==> config.mk <==
export PLATFORM = sky130hd
export DESIGN_NAME = offset14_dac_pacer
export DESIGN_NICKNAME = d
export VERILOG_FILES = /design/src/rtl/offset14_dac_pacer_pkg.sv /design/src/rtl/offset14_dac_pacer_sample_fifo.sv /design/src/rtl/offset14_dac_pacer.sv
export SDC_FILE = /design/constraint.sdc
export NUM_CORES = 1
export LEC_CHECK = 0
export BUFFER_PORTS_ARGS = -buffer_cell sky130_fd_sc_hd__buf_2
export CAP_MARGIN = 20
export CORE_AREA = 2 2 135 137
export CTS_CLUSTER_DIAMETER = 150
export CTS_CLUSTER_SIZE = 8
export DETAILED_ROUTE_END_ITERATION = 10
export DIE_AREA = 0 0 137 139
export PLACE_DENSITY = 0.92
export SYNTH_ARGS = -nofsm -noshare
export SYNTH_HDL_FRONTEND = slang
export SYNTH_SLANG_ARGS = --single-unit
==> constraint.sdc <==
create_clock -name aclk -period 6.3 [get_ports aclk]
set_input_delay 0.315 -clock aclk [delete_from_list [all_inputs] [get_ports aclk]]
set_output_delay 0.315 -clock aclk [all_outputs]
set_load 0.02 [all_outputs]
==> src/rtl/offset14_dac_pacer_pkg.sv <==
// Shared constants and state encoding for the offset-binary DAC pacer.
package offset14_dac_pacer_pkg;

  localparam int          DATA_W_DEF   = 14;
  localparam logic [13:0] OFFSET14_MID = 14'h2000;

  // 2'd3 is unreachable and is decoded as IDLE by the pacer FSM.
  typedef enum logic [1:0] {
    ST_IDLE  = 2'd0,
    ST_PRIME = 2'd1,
    ST_RUN   = 2'd2
  } pacer_state_t;

endpackage

==> src/rtl/offset14_dac_pacer_sample_fifo.sv <==
// Synchronous sample FIFO with wrap-bit pointers; read data is the current head.
module offset14_dac_pacer_sample_fifo #(
  parameter int DEPTH  = 16,
  parameter int DATA_W = 14
) (
  input  logic                     aclk,
  input  logic                     rst,
  input  logic                     push,
  input  logic [DATA_W-1:0]        wr_data,
  input  logic                     pop,
  output logic [DATA_W-1:0]        rd_data,
  output logic                     full,
  output logic                     empty,
  output logic [$clog2(DEPTH):0]   level
);

  localparam int         AW  = $clog2(DEPTH);
  localparam logic [AW:0] ONE = (AW+1)'(1);

  logic [DATA_W-1:0] mem [DEPTH];
  logic [AW:0]       wr_ptr;
  logic [AW:0]       rd_ptr;
  logic              wr_en;
  logic              rd_en;

  assign wr_en = push & ~full;
  assign rd_en = pop & ~empty;

  always_ff @(posedge aclk) begin
    if (!rst) begin
      wr_ptr <= '0;
      rd_ptr <= '0;
    end else begin
      if (wr_en) wr_ptr <= wr_ptr + ONE;
      if (rd_en) rd_ptr <= rd_ptr + ONE;
    end
  end

  // Storage needs no reset; the pointers alone define what is valid.
  always_ff @(posedge aclk) begin
    if (wr_en) mem[wr_ptr[AW-1:0]] <= wr_data;
  end

  assign rd_data = mem[rd_ptr[AW-1:0]];
  assign empty   = (wr_ptr == rd_ptr);
  assign full    = (wr_ptr[AW] != rd_ptr[AW]) && (wr_ptr[AW-1:0] == rd_ptr[AW-1:0]);
  assign level   = wr_ptr - rd_ptr;

endmodule

==> src/rtl/offset14_dac_pacer.sv <==
// Paces buffered offset-binary samples out to a parallel DAC at a programmable period.
//
//   state | meaning
//   IDLE  | disabled, DAC parked at midscale, no ticks
//   PRIME | enabled, waiting for the FIFO to reach half full
//   RUN   | period counter running, one DAC write per tick
module offset14_dac_pacer
  import offset14_dac_pacer_pkg::*;
#(
  parameter int DEPTH  = 16,
  parameter int DATA_W = DATA_W_DEF,
  parameter int DIV_W  = 16
) (
  input  logic                   aclk,
  input  logic                   rst,
  input  logic [DATA_W-1:0]      s_data,
  input  logic                   s_valid,
  output logic                   s_ready,
  input  logic                   enable,
  input  logic [DIV_W-1:0]       div,
  input  logic                   clr_underflow,
  output logic [DATA_W-1:0]      dac_data,
  output logic                   dac_wr,
  output logic                   underflow,
  output logic [$clog2(DEPTH):0] level
);

  localparam int LW = $clog2(DEPTH) + 1;
  localparam logic [LW-1:0]     HALF = LW'(DEPTH / 2);
  localparam logic [DATA_W-1:0] MID  = (DATA_W == DATA_W_DEF) ? DATA_W'(OFFSET14_MID)
                                                              : (DATA_W'(1) << (DATA_W - 1));

  pacer_state_t      state;
  pacer_state_t      state_next;
  logic [DIV_W-1:0]  cnt;
  logic [DIV_W-1:0]  cnt_next;
  logic [DIV_W-1:0]  load_val;
  logic              tick;
  logic              park;

  logic              push;
  logic              pop;
  logic              empty;
  logic              full;
  logic [DATA_W-1:0] head;

  assign s_ready  = ~full;
  assign push     = s_valid & s_ready;
  assign pop      = tick & ~empty;
  // div of 0 and 1 both mean a tick every cycle.
  assign load_val = (div <= DIV_W'(1)) ? '0 : div - DIV_W'(1);

  offset14_dac_pacer_sample_fifo #(
    .DEPTH  (DEPTH),
    .DATA_W (DATA_W)
  ) u_sample_fifo (
    .aclk    (aclk),
    .rst     (rst),
    .push    (push),
    .wr_data (s_data),
    .pop     (pop),
    .rd_data (head),
    .full    (full),
    .empty   (empty),
    .level   (level)
  );

  always_ff @(posedge aclk) begin
    if (!rst) begin
      state <= ST_IDLE;
      cnt   <= '0;
    end else begin
      state <= state_next;
      cnt   <= cnt_next;
    end
  end

  always_comb begin
    state_next = state;
    cnt_next   = cnt;
    tick       = 1'b0;
    park       = 1'b0;
    case (state)
      ST_IDLE: begin
        cnt_next = '0;
        if (enable) state_next = ST_PRIME;
      end
      ST_PRIME: begin
        if (!enable) begin
          state_next = ST_IDLE;
          park       = 1'b1;
        end else if (level >= HALF) begin
          state_next = ST_RUN;
          cnt_next   = load_val;
        end
      end
      ST_RUN: begin
        // Disable takes precedence over a coincident tick so the park word wins.
        if (!enable) begin
          state_next = ST_IDLE;
          cnt_next   = '0;
          park       = 1'b1;
        end else if (cnt == '0) begin
          tick     = 1'b1;
          cnt_next = load_val;
        end else begin
          cnt_next = cnt - DIV_W'(1);
        end
      end
      default: begin
        state_next = ST_IDLE;
        cnt_next   = '0;
      end
    endcase
  end

  always_ff @(posedge aclk) begin
    if (!rst) begin
      dac_data  <= MID;
      dac_wr    <= 1'b0;
      underflow <= 1'b0;
    end else begin
      dac_wr <= tick | park;
      if (park)     dac_data <= MID;
      else if (pop) dac_data <= head;
      // An empty tick re-latches the held word and takes priority over a clear.
      if (tick && empty)  underflow <= 1'b1;
      else if (clr_underflow) underflow <= 1'b0;
    end
  end

endmodule

; Yosys cells after proc, flatten, opt, wreduce, memory -nomap -nowiden
; Memories as Yosys holds them, arrays and structs flattened. A register that Yosys moved wholly into a read port is not among the register bits.
; Cells that the tools add are included.
[totals]
output_inout_bits = 22
input_bits = 35
memories = 1
wordCells = 61
regBits = 30
mem_bits_rw = 224
[classes]
mux = 20
n_lt_le_gt_ge = 2
n_reduce_logical = 9
n_eq_ne = 10
addsub = 5
bitwise_logic = 8
[mem_list]
columns = name, depth, width, rd, rd_ports_with_merged_regs, write_ports, line_no
row1 = u_sample_fifo.mem, 16, 14, 1, 1, 1, offset14_dac_pacer_sample_fifo.sv:20  ; logic [DATA_W-1:0] mem [DEPTH];
[op_table]
columns = operator, n
row1 = $mux 16, 5
row2 = $pmux 16 s2, 1
row3 = $sub 16x1->16 const B, 2
row4 = $le 16x1->1 const B, 1
row5 = $logic_not 16->1, 1
row6 = $add 5x1->5 const B, 2
row7 = $mux 1, 9
row8 = $mux 2, 4
row9 = $ne 2x2->1 const B, 4
row10 = $pmux 2 s3, 1
row11 = $eq 5x5->1, 1
row12 = $ge 5x4->1 const B, 1
row13 = $sub 5x5->5, 1
row14 = $and 1x1->1, 4
row15 = $eq 4x4->1, 1
row16 = $reduce_or 2->1, 2
row17 = $ne 3x3->1 const B, 1
row18 = $not 1->1, 3
row19 = $reduce_and 3->1, 1
row20 = $eq 2x1->1 const B, 1
row21 = $eq 2x2->1 const B, 1
row22 = $logic_and 1x1->1, 2
row23 = $logic_not 2->1, 1
row24 = $reduce_and 2->1, 1
row25 = other kinds (3), 3

; Longest topological paths before layout
; Gate-level depths: netlist of the first run.
[depth]
ltp_word = 7
depth_mapped = 12
mapped_depth_nobuf = 10

; Cells and area by module
; Synthesis of the first run repeated with hierarchy kept, for this count alone.
[hier_totals]
cells_unflattened = 720
hier_area_um2 = 11315.9
[by_module_without_submodules]
columns = module, n_inst, seq_area_each_um2, cells_per_inst, area_per_inst_um2
row1 = offset14_dac_pacer_sample_fifo, 1, 7006.7, 448, 9271.4
row2 = offset14_dac_pacer, 1, 680.7, 272, 2044.5

; Worst setup path after synthesis of the first run
; OpenSTA, ideal clock, no wires.
[synth_timing]
kind = reg-to-reg
from = reg u_sample_fifo.rd_ptr[1]
to = mem u_sample_fifo.mem[3][0], enable pin
path_buffers = 3
stages_incl_launch_ff = 10
period_less_slack_ns = 3.486
setup_ns = 0.403
t_arrival_ns = 3.083
required_time_ns = 5.897
slack_ns = 2.814
cell_sequence = dfxtp_1 -> clkbuf_1 -> clkbuf_1 -> buf_2 -> inv_1 -> ha_1 -> and4_1 -> a21boi_2 -> nand2_1 -> nor3_1
[synth_via]
elab_chain_cells = 7
[synth_rtl]
columns = element, line_no
row1 = from (decl), offset14_dac_pacer_sample_fifo.sv:22  ; logic [AW:0] rd_ptr;
row2 = from (signal assigned), offset14_dac_pacer_sample_fifo.sv:35  ; if (rd_en) rd_ptr <= rd_ptr + ONE;
row3 = $eq 4x4->1 (*), offset14_dac_pacer_sample_fifo.sv:46  ; assign full = (wr_ptr[AW] != rd_ptr[AW]) && (wr_ptr[AW-1:0] == rd_ptr[AW-1:0]);
row4 = $logic_and 1x1->1 (*), offset14_dac_pacer_sample_fifo.sv:46
row5 = $not 1->1 (*), "offset14_dac_pacer_sample_fifo.sv:26, offset14_dac_pacer.sv:47"
row6 = $and 1x1->1, offset14_dac_pacer.sv:48  ; assign push = s_valid & s_ready;
row7 = $and 1x1->1 (*), offset14_dac_pacer_sample_fifo.sv:26  ; assign wr_en = push & ~full;
row8 = $mux 1 (*), offset14_dac_pacer_sample_fifo.sv:41  ; if (wr_en) mem[wr_ptr[AW-1:0]] <= wr_data;
row9 = $mux 1 (not written as such) (*), offset14_dac_pacer_sample_fifo.sv:41
row10 = to (decl), offset14_dac_pacer_sample_fifo.sv:20
; Mark *: on every way between the ends. The rest lies on a longest branch, timed or not.

; Worst setup path after layout of the first run
[layout_timing]
from = reg u_sample_fifo.rd_ptr[3]
to = mem u_sample_fifo.mem[5][2], enable pin
; Same word-level chain as after synthesis.

==> results.sh, run 1 <==
export IMPL_cpPeakStageDelay_ns=0.86
export IMPL_finalCritPeriodShare_pct=67.7
export IMPL_drt_wl_total_mm=28.4
export IMPL_post_cts_buffers=0
export IMPL_antenna_left=0
export IMPL_layout_nets=802
export IMPL_fin_area_um2=13100
export IMPL_antenna_found_initial=0
export IMPL_htree_levels=2
export IMPL_portBuffers=56
export IMPL_final_layout_size_suffix_gt1_share_pct=26.6
export IMPL_cts_tree="built"
export IMPL_synth_top_area_share_pct=59.5
export IMPL_async_flop_share_pct=0
export IMPL_end_kind="register"
export IMPL_seq_area_frac_synth_pct=67.3
export IMPL_fmax_mhz=235
export IMPL_slowest_stage="nor2_1"
export IMPL_grt_pass1_wl_mm=42.8
export IMPL_wl_per_cell_um=28.1
export IMPL_detailed_place_hpwl_mm=16.5
export IMPL_arrival_ns=4.48
export IMPL_yosysMostFrequentCell="edfxtp_1"
export IMPL_clockRootBuffer="clkbuf_16"
export IMPL_rows=49
export IMPL_syn_avg_cell_area_um2=17.1
export IMPL_syn_inst=661
export IMPL_clk_pin_slew_ns=0.05
export IMPL_ctsResizeCount=0
export IMPL_fp_coreArea_um2=17700
export IMPL_required_ns=6.52
export IMPL_rsz0062_at_grt="false"
export IMPL_slew_viol_final=0
export IMPL_syn_to_final_growth_pct=15.4
export IMPL_initial_core_util_pct=64.1
export IMPL_first_pass_iters=5
export IMPL_crit_family="simple AND/OR/NAND/NOR gates"
export IMPL_whs_ns=0.115
export IMPL_layout_cells_non_filler=1008
export IMPL_io_pins=57
export IMPL_fp_dieW_um=137
export IMPL_vdd_drop_max_mv=0.341
export IMPL_worst_slew_pin_slew_ns=1.13
export IMPL_grtUsageTotal_pct=31.2
export IMPL_synth_seq_cells=268
export IMPL_grt_max_degree=60
export IMPL_drt_iter0_markers=780
export IMPL_vias_per_cell=6.73
export IMPL_min_path_type="in -> reg"
export IMPL_synth_net_count=713
export IMPL_grt_overflow_total=0
export IMPL_startpoint_type="register"
export IMPL_min_period_ns=4.26
export IMPL_status="complete, no violations"
export IMPL_antennaDiodeCount=0
export IMPL_cp_max_fo=15
export IMPL_skew_ns=0.0219
export IMPL_maxSlewHeadroom_pct=24.4
export IMPL_die_y_um=139
export IMPL_ys_warn_count=0
export IMPL_finalHoldViolCount=0
export IMPL_dieArea_um2=19000
export IMPL_yosys_area_top_type="edfxtp_1"
export IMPL_synth_area_leaders="edfxtp_1 59%, mux4_2 12%, dfxtp_1 7.8%, mux4_1 2.1%, nand2_1 1.9%"
export IMPL_syn_area_um2=11300
export IMPL_grt_pass1_vias=6850
export IMPL_reg2reg_setup_slack_ns=2.04
export IMPL_gp_congestion=0.917
export IMPL_powerDensity_nw_per_um2=316
export IMPL_via_count=6788
export IMPL_dp_cells=936
export IMPL_finish_utilization_pct=73.9
export IMPL_cts_made_buffers=39
export IMPL_clkSinkCount=268
export IMPL_clock_tree_buffer_depth=3
export IMPL_critPathKind="reg -> reg"
export IMPL_drc=0
export IMPL_tns_ns=0
export IMPL_hold_buffers=0
export IMPL_power_leakage_nw=4.44
export IMPL_netlist_top_cells_count="224 x edfxtp_1, 61 x mux4_2, 57 x nand2_1"
export IMPL_synth_edff_count=224
export IMPL_worstSkewPairLatency_ns=0.53
export IMPL_crit_buf_inv=2
export IMPL_worstPathCellList="clkinv_1 -> ha_1 -> and4_1 -> a21boi_2 -> nand2_1 -> nor2_1 -> buf_4"
export IMPL_ys_flop_type="edfxtp_1"
export IMPL_setup_violations=0
export IMPL_dpl_instance_area_um2=11900
export IMPL_drv_cap=0
export IMPL_synth_distinct_cells=65
power by group:
part           internal, mW  leakage (nW)  total (mW)  switching, mW
Sequential             1.95          2.38        1.96         0.0138
Combinational        0.0708          1.51       0.199          0.128
Clock                  1.21         0.551        1.97          0.762
registers in the layout (all words and copies together) (netlist names):
| name | flops |
|---|---|
| cnt | 16 |
| state | 2 |
| underflow | 1 |
| u_sample_fifo.wr_ptr | 5 |
| u_sample_fifo.rd_ptr | 5 |
| dac_data | 14 |
| dac_wr | 1 |
| u_sample_fifo.mem | 224 |
worst reg2reg max path, cell delays in order, from the launching register on:
cell,delay [ns]
dfxtp_1,0.38
clkinv_1,0.76
ha_1,0.69
and4_1,0.26
a21boi_2,0.39
nand2_1,0.28
nor2_1,0.86
buf_4,0.33
per-layer routing:
layer  up-vias  global-route usage [%]  routed length, um
met4         0                    12.4               1040
met2       498                    49.4              14000
met5         -                       0                  0
met1      3403                    41.6              10300
li1       2809                       -                  -
met3        78                    8.44               3040
per-stage QoR:
stage          power, mW  setup slack (ns)
6_report            4.13              2.04
5_1_grt             4.24              1.82
4_1_cts             4.14              1.92
3_5_place_dp        2.18              2.01
3_3_place_gp        2.17              2.44
2_1_floorplan       2.11              2.81
path summary, 6_finish.rpt:
check                                             start                       to  cells after the start
worst max-delay path            u_sample_fifo.rd_ptr[3]  u_sample_fifo.mem[5][2]                      7
worst min-delay path                      clr_underflow                underflow                      4
worst max register to register  u_sample_fifo.rd_ptr[3]  u_sample_fifo.mem[5][2]                      7
worst min register to register              dac_data[0]              dac_data[0]                      2
cell type report:
cell class	count	area [um^2]
Fill cell	989	4600
Inverter	18	67.6
Multi-Input combinational cell	347	3480
Sequential cell	268	7610
Clock buffer	66	1080
Tap cell	229	287
Timing Repair Buffer	76	449
Clock inverter	4	78.8
placed cells by master, fill, tap and decap left out, types with 10 or more instances in the layout:
master,n
edfxtp_1,224
mux4_2,61
nand2_1,57
buf_2,56
dfxtp_1,42
clkbuf_16,39
nor2_1,34
clkbuf_1,27
xnor2_1,23
a21oi_1,19
inv_1,17
ha_1,16
buf_4,15
nor3_1,10
cell families after synthesis:
logic type	count (synthesis)	synth area share [%]
AO/OA/AOI/OAI	65	4.33
multiplexers	72	14.4
XOR/XNOR	31	2.40
buffers and inverters	46	2.10
AND/OR/NAND/NOR	162	7.55
flip-flops	268	67.3
adder cells (fa/ha/maj)	17	1.95
(Power assumes the default switching activity.)
==> run 2, diff against run 1 <==
ABC_AREA = 1   (was default)
CORE_AREA = 2 2 143 145   (was 2 2 135 137)
DIE_AREA = 0 0 145 147   (was 0 0 137 139)
PLACE_DENSITY = 0.88   (was 0.92)
clock period = 4.1 ns   (was 6.3 ns; I/O delays follow)
==> results.sh, run 2 <==
export IMPL_status="complete, no violations"
export IMPL_netlist_top_cells_count="225 x nor2_1, 224 x edfxtp_1, 184 x nand2_1"
export IMPL_crit_family="simple AND/OR/NAND/NOR gates"
export IMPL_fp_dieW_um=145
export IMPL_drv_cap=0
export IMPL_cts_made_buffers=39
export IMPL_io_pins=57
export IMPL_grt_max_degree=114
export IMPL_required_ns=4.33
export IMPL_synth_edff_count=224
export IMPL_rows=52
export IMPL_gp_congestion=0.994
export IMPL_htree_levels=2
export IMPL_fmax_mhz=335
export IMPL_power_leakage_nw=5.11
export IMPL_finish_utilization_pct=68.8
export IMPL_layout_common_cells="225 x nor2_1, 224 x edfxtp_1, 184 x nand2_1"
export IMPL_skew_ns=0.0228
export IMPL_slew_viol_final=0
export IMPL_ys_warn_count=0
export IMPL_async_flop_share_pct=0
export IMPL_syn_avg_cell_area_um2=10.4
export IMPL_grt_pass1_vias=8869
export IMPL_fillers=1303
export IMPL_portBuffers=56
export IMPL_vias_per_cell=6.03
export IMPL_worstSkewPairLatency_ns=0.53
export IMPL_first_pass_iters=6
export IMPL_dieArea_um2=21300
export IMPL_finalCritPeriodShare_pct=72.7
export IMPL_synth_distinct_cells=40
export IMPL_clock_tree_buffer_depth=3
export IMPL_crit_top_cell="nand2_1"
export IMPL_layout_cells_non_filler=1516
export IMPL_clockRootBuffer="clkbuf_16"
export IMPL_fp_coreArea_um2=19800
export IMPL_startpoint_type="register"
export IMPL_min_path_type="in -> reg"
export IMPL_ys_flop_type="edfxtp_1"
export IMPL_synth_seq_cells=268
export IMPL_antenna_left=0
export IMPL_seq_area_um2=7610
export IMPL_end_kind="register"
export IMPL_clkSinkCount=268
export IMPL_vdd_drop_max_mv=0.378
export IMPL_cp_max_fo=22
export IMPL_maxSlewHeadroom_pct=26.0
export IMPL_synth_net_count=1198
export IMPL_worst_slack_ns=1.12
export IMPL_slowest_stage="nor2_1"
export IMPL_dpl_worst_slack_ns=0.895
export IMPL_syn_area_um2=11900
export IMPL_detailed_place_hpwl_mm=18.6
export IMPL_dp_cells=1437
export IMPL_post_cts_buffers=0
export IMPL_hold_buffers=1
export IMPL_via_count=9148
export IMPL_finalHoldViolCount=0
export IMPL_cts_tree="built"
export IMPL_clk_pin_slew_ns=0.05
export IMPL_arrival_ns=3.21
export IMPL_critPathKind="reg -> reg"
export IMPL_antenna_found_initial=1
export IMPL_ctsResizeCount=0
export IMPL_setup_violations=0
export IMPL_synth_area_leaders="edfxtp_1 57%, dfxtp_1 7.4%, nor2_1 7.1%, nand2_1 5.8%, o21ai_0 5.3%"
export IMPL_syn_to_final_growth_pct=14.6
export IMPL_largest_register_ffs=224
export IMPL_seq_area_frac_synth_pct=63.9
export IMPL_initial_core_util_pct=60.0
export IMPL_syn_inst=1146
export IMPL_powerDensity_nw_per_um2=490
export IMPL_grt_overflow_total=0
export IMPL_final_layout_size_suffix_gt1_share_pct=12.5
export IMPL_synth_top_area_share_pct=56.5
export IMPL_worstPathCellList="buf_4 -> inv_1 -> ha_1 -> nand3_1 -> nor2_1 -> nand2_1 -> nand2_1 -> inv_1 -> nand2_1 -> nor2_1 -> buf_6"
export IMPL_grtUsageTotal_pct=28.8
export IMPL_layout_nets=1266
export IMPL_yosys_area_top_type="edfxtp_1"
export IMPL_final_common_cell="nor2_1"
export IMPL_rsz0062_at_grt="false"
export IMPL_drt_iter0_markers=1306
export IMPL_cpPeakStageDelay_ns=0.52
export IMPL_crit_buf_inv=4
export IMPL_multi_input_area_um2=3830
export IMPL_worst_slew_pin_slew_ns=1.11
export IMPL_die_y_um=147
export IMPL_min_period_ns=2.98
export IMPL_wl_per_cell_um=20.3
export IMPL_grt_pass1_wl_mm=47.5
export IMPL_yosysMostFrequentCell="nor2_1"
export IMPL_tns_ns=0
export IMPL_whs_ns=0.0644
export IMPL_drc=0
export IMPL_drt_wl_total_mm=30.7
run 2: changes by cell type in the layout (fill, tap and decap cells not counted), moves of 24 or more:
cell and change:
inv_1 +32, mux4_2 -61, nand2_1 +127, nand3_1 +43, nor2_1 +191, o211ai_1 +24
o21ai_0 +121
run 2: final cells by class:
class | instances | area share, %
clock inverter | 4 | 0.624
clock buffer | 68 | 7.95
multi-input combinational | 770 | 28.1
timing repair buffer | 79 | 3.51
inverter | 56 | 1.54
tap | 270 | 2.48
antenna | 1 | 0.0183
sequential | 268 | 55.8
run 2: layer usage:
layer	track usage, %	vias to the layer above	wire [um]
li1	-	4146	-
met1	38.3	4252	11600
met2	44.9	634	14300
met3	6.49	116	3460
met4	14.9	0	1470
met5	0	-	0
run 2: final timing paths:
| check | from | endpoint | slack (ns) | depth (start not counted) |
|---|---|---|---|---|
| max | u_sample_fifo.rd_ptr[2] | u_sample_fifo.mem[6][12] | 1.12 | 11 |
| min | rst | state[0] | 0.06 | 3 |
| max reg2reg | u_sample_fifo.rd_ptr[2] | u_sample_fifo.mem[6][12] | 1.12 | 11 |
| min reg2reg | underflow | underflow | 0.46 | 2 |
run 2: tightest hold or removal path, stage by stage:
cell     delay (ns)
buf_2          0.19
nand2_1        0.11
nor2_1         0.04
run 2: cells by family (layout without fill, tap and decap cells):
| kind of cell | Yosys count | in the layout | synth area share [%] |
|---|---|---|---|
| AOI/OAI and AO/OA | 242 | 242 | 11.6 |
| buffers and inverters | 108 | 207 | 3.91 |
| other | 0 | 1 | 0 |
| adders and majority gates | 17 | 17 | 1.85 |
| and+or+nand+nor | 491 | 491 | 17.3 |
| DFF | 268 | 268 | 63.9 |
| xor gates and xnor gates | 20 | 20 | 1.47 |
run 2: power by group:
| part | switching, mW | total (mW) | internal, mW |
|---|---|---|---|
| sequential | 0.0269 | 3.03 | 3.00 |
| combinational | 0.459 | 0.657 | 0.198 |
| clock | 1.15 | 3.01 | 1.86 |
run 2: metrics by stage:
step                      power (mW)  area [um^2]
final                           6.69        13600
after global placement          3.69        12400
after CTS                       6.68        13600
after floorplan                 3.53        11900
after global routing            6.89        13600
after detailed placement        3.71        12400
==> run 3, diff against run 2 <==
CORE_AREA = 2 2 151 153   (was 2 2 143 145)
DIE_AREA = 0 0 153 155   (was 0 0 145 147)
PLACE_DENSITY = 0.83   (was 0.88)
clock period = 2.6 ns   (was 4.1 ns; I/O delays follow)
==> results.sh, run 3 (synthesis gave the netlist of run 2 again) <==
export IMPL_grt_max_degree=116
export IMPL_first_pass_iters=8
export IMPL_hold_buffers=3
export IMPL_worstSkewPairLatency_ns=0.53
export IMPL_finalPower_mw=10.4
export IMPL_layout_common_cells="224 x nor2_1, 224 x edfxtp_1, 184 x nand2_1"
export IMPL_finish_utilization_pct=61.8
export IMPL_cp_max_fo=4
export IMPL_vias_per_cell=5.91
export IMPL_detailed_place_hpwl_mm=17.7
export IMPL_fillers=1667
export IMPL_grt_overflow_total=0
export IMPL_drt_wl_total_mm=29.9
export IMPL_crit_buf_inv=4
export IMPL_rows=55
export IMPL_clock_tree_buffer_depth=3
export IMPL_end_kind="output pin"
export IMPL_via_count=9065
export IMPL_vdd_drop_max_mv=0.541
export IMPL_rsz0062_at_grt="false"
export IMPL_ctsResizeCount=0
export IMPL_min_path_type="in -> reg"
export IMPL_antenna_left=0
export IMPL_die_y_um=155
export IMPL_arrival_ns=2.33
export IMPL_portBuffers=56
export IMPL_grtUsageTotal_pct=24.9
export IMPL_slowest_stage="fa_1"
export IMPL_startpoint_type="register"
export IMPL_fmax_mhz=407
export IMPL_status="complete, no violations"
export IMPL_clockRootBuffer="clkbuf_16"
export IMPL_largest_register_ffs=224
export IMPL_grt_pass1_vias=8661
export IMPL_layout_nets=1281
export IMPL_worst_slew_pin_slew_ns=0.809
export IMPL_fp_dieW_um=153
export IMPL_required_ns=2.47
export IMPL_multi_input_area_um2=3830
export IMPL_clkSinkCount=268
export IMPL_antennaDiodeCount=0
export IMPL_antenna_found_initial=0
export IMPL_finalCritPeriodShare_pct=94.6
export IMPL_crit_family="adder cells"
export IMPL_worst_slack_ns=0.140
export IMPL_drt_iter0_markers=1102
export IMPL_skew_ns=0.0238
export IMPL_critPathKind="reg -> out"
export IMPL_maxSlewHeadroom_pct=46.0
export IMPL_dpl_worst_slack_ns=0.316
export IMPL_slew_viol_final=0
export IMPL_htree_levels=2
export IMPL_fp_coreArea_um2=22200
export IMPL_seq_area_um2=7610
export IMPL_io_pins=57
export IMPL_clk_pin_slew_ns=0.05
export IMPL_post_cts_buffers=0
export IMPL_min_period_ns=2.46
export IMPL_finalHoldViolCount=0
export IMPL_setup_violations=0
export IMPL_cpPeakStageDelay_ns=0.48
export IMPL_powerDensity_nw_per_um2=760
export IMPL_drc=0
export IMPL_power_leakage_nw=5.17
export IMPL_drv_cap=0
export IMPL_dieArea_um2=23700
export IMPL_cts_tree="built"
export IMPL_final_layout_size_suffix_gt1_share_pct=13.5
export IMPL_gp_congestion=0.896
export IMPL_initial_core_util_pct=53.6
export IMPL_syn_to_final_growth_pct=15.3
export IMPL_grt_pass1_wl_mm=46.6
export IMPL_cts_made_buffers=39
export IMPL_worstPathCellList="inv_1 -> ha_1 -> inv_1 -> fa_1 -> nand3_1 -> nand2_1 -> nand2_1 -> nand2_1 -> inv_1 -> buf_2"
export IMPL_wl_per_cell_um=19.5
[run 3: final timing paths]
| path | slack (ns) | cells past startpoint | startpoint | endpoint |
|---|---|---|---|---|
| setup / recovery | 0.14 | 10 | u_sample_fifo.wr_ptr[0] | level[4] |
| hold / removal | 0.03 | 1 | s_data[6] | u_sample_fifo.mem[10][6] |
| hold reg to reg | 0.46 | 2 | underflow | underflow |
| setup reg to reg | 0.23 | 13 | u_sample_fifo.wr_ptr[0] | cnt[6] |
[run 3: through the flow]
step           cell area, um^2  TNS, ns  hold slack [ns]  std cells
2_1_floorplan            11900   -40.93            0.229       1146
3_5_place_dp             12600        0            0.394       1470
6_report                 13700        0           0.0283       1535
5_1_grt                  13700        0           0.0357       1535
3_3_place_gp             12600        0            0.385       1470
4_1_cts                  13700        0           0.0105       1535
[run 3: report_power, final]
group | internal [mW] | leakage (nW) | switching (mW)
clock | 2.86 | 0.532 | 1.78
combinational | 0.317 | 2.26 | 0.702
sequential | 4.73 | 2.38 | 0.0429
[run 3: routing by layer]
metal  share of wire (%)  vias up  wire (um)  track usage (%)
met4                 3.5        0       1040             10.0
met1                  40     4316      11900             34.0
li1                    -     4151          -                -
met3                 9.5       95       2850             4.57
met5                   0        -          0                0
met2                  47      503      14100             40.1
[run 3: final cells by class]
type	instances	share of cell area, %
Inverter	56	1.53
Sequential cell	268	55.5
Multi-Input combinational cell	770	27.9
Clock inverter	3	0.456
Timing Repair Buffer	94	4.36
Clock buffer	59	7.66
Tap cell	285	2.60
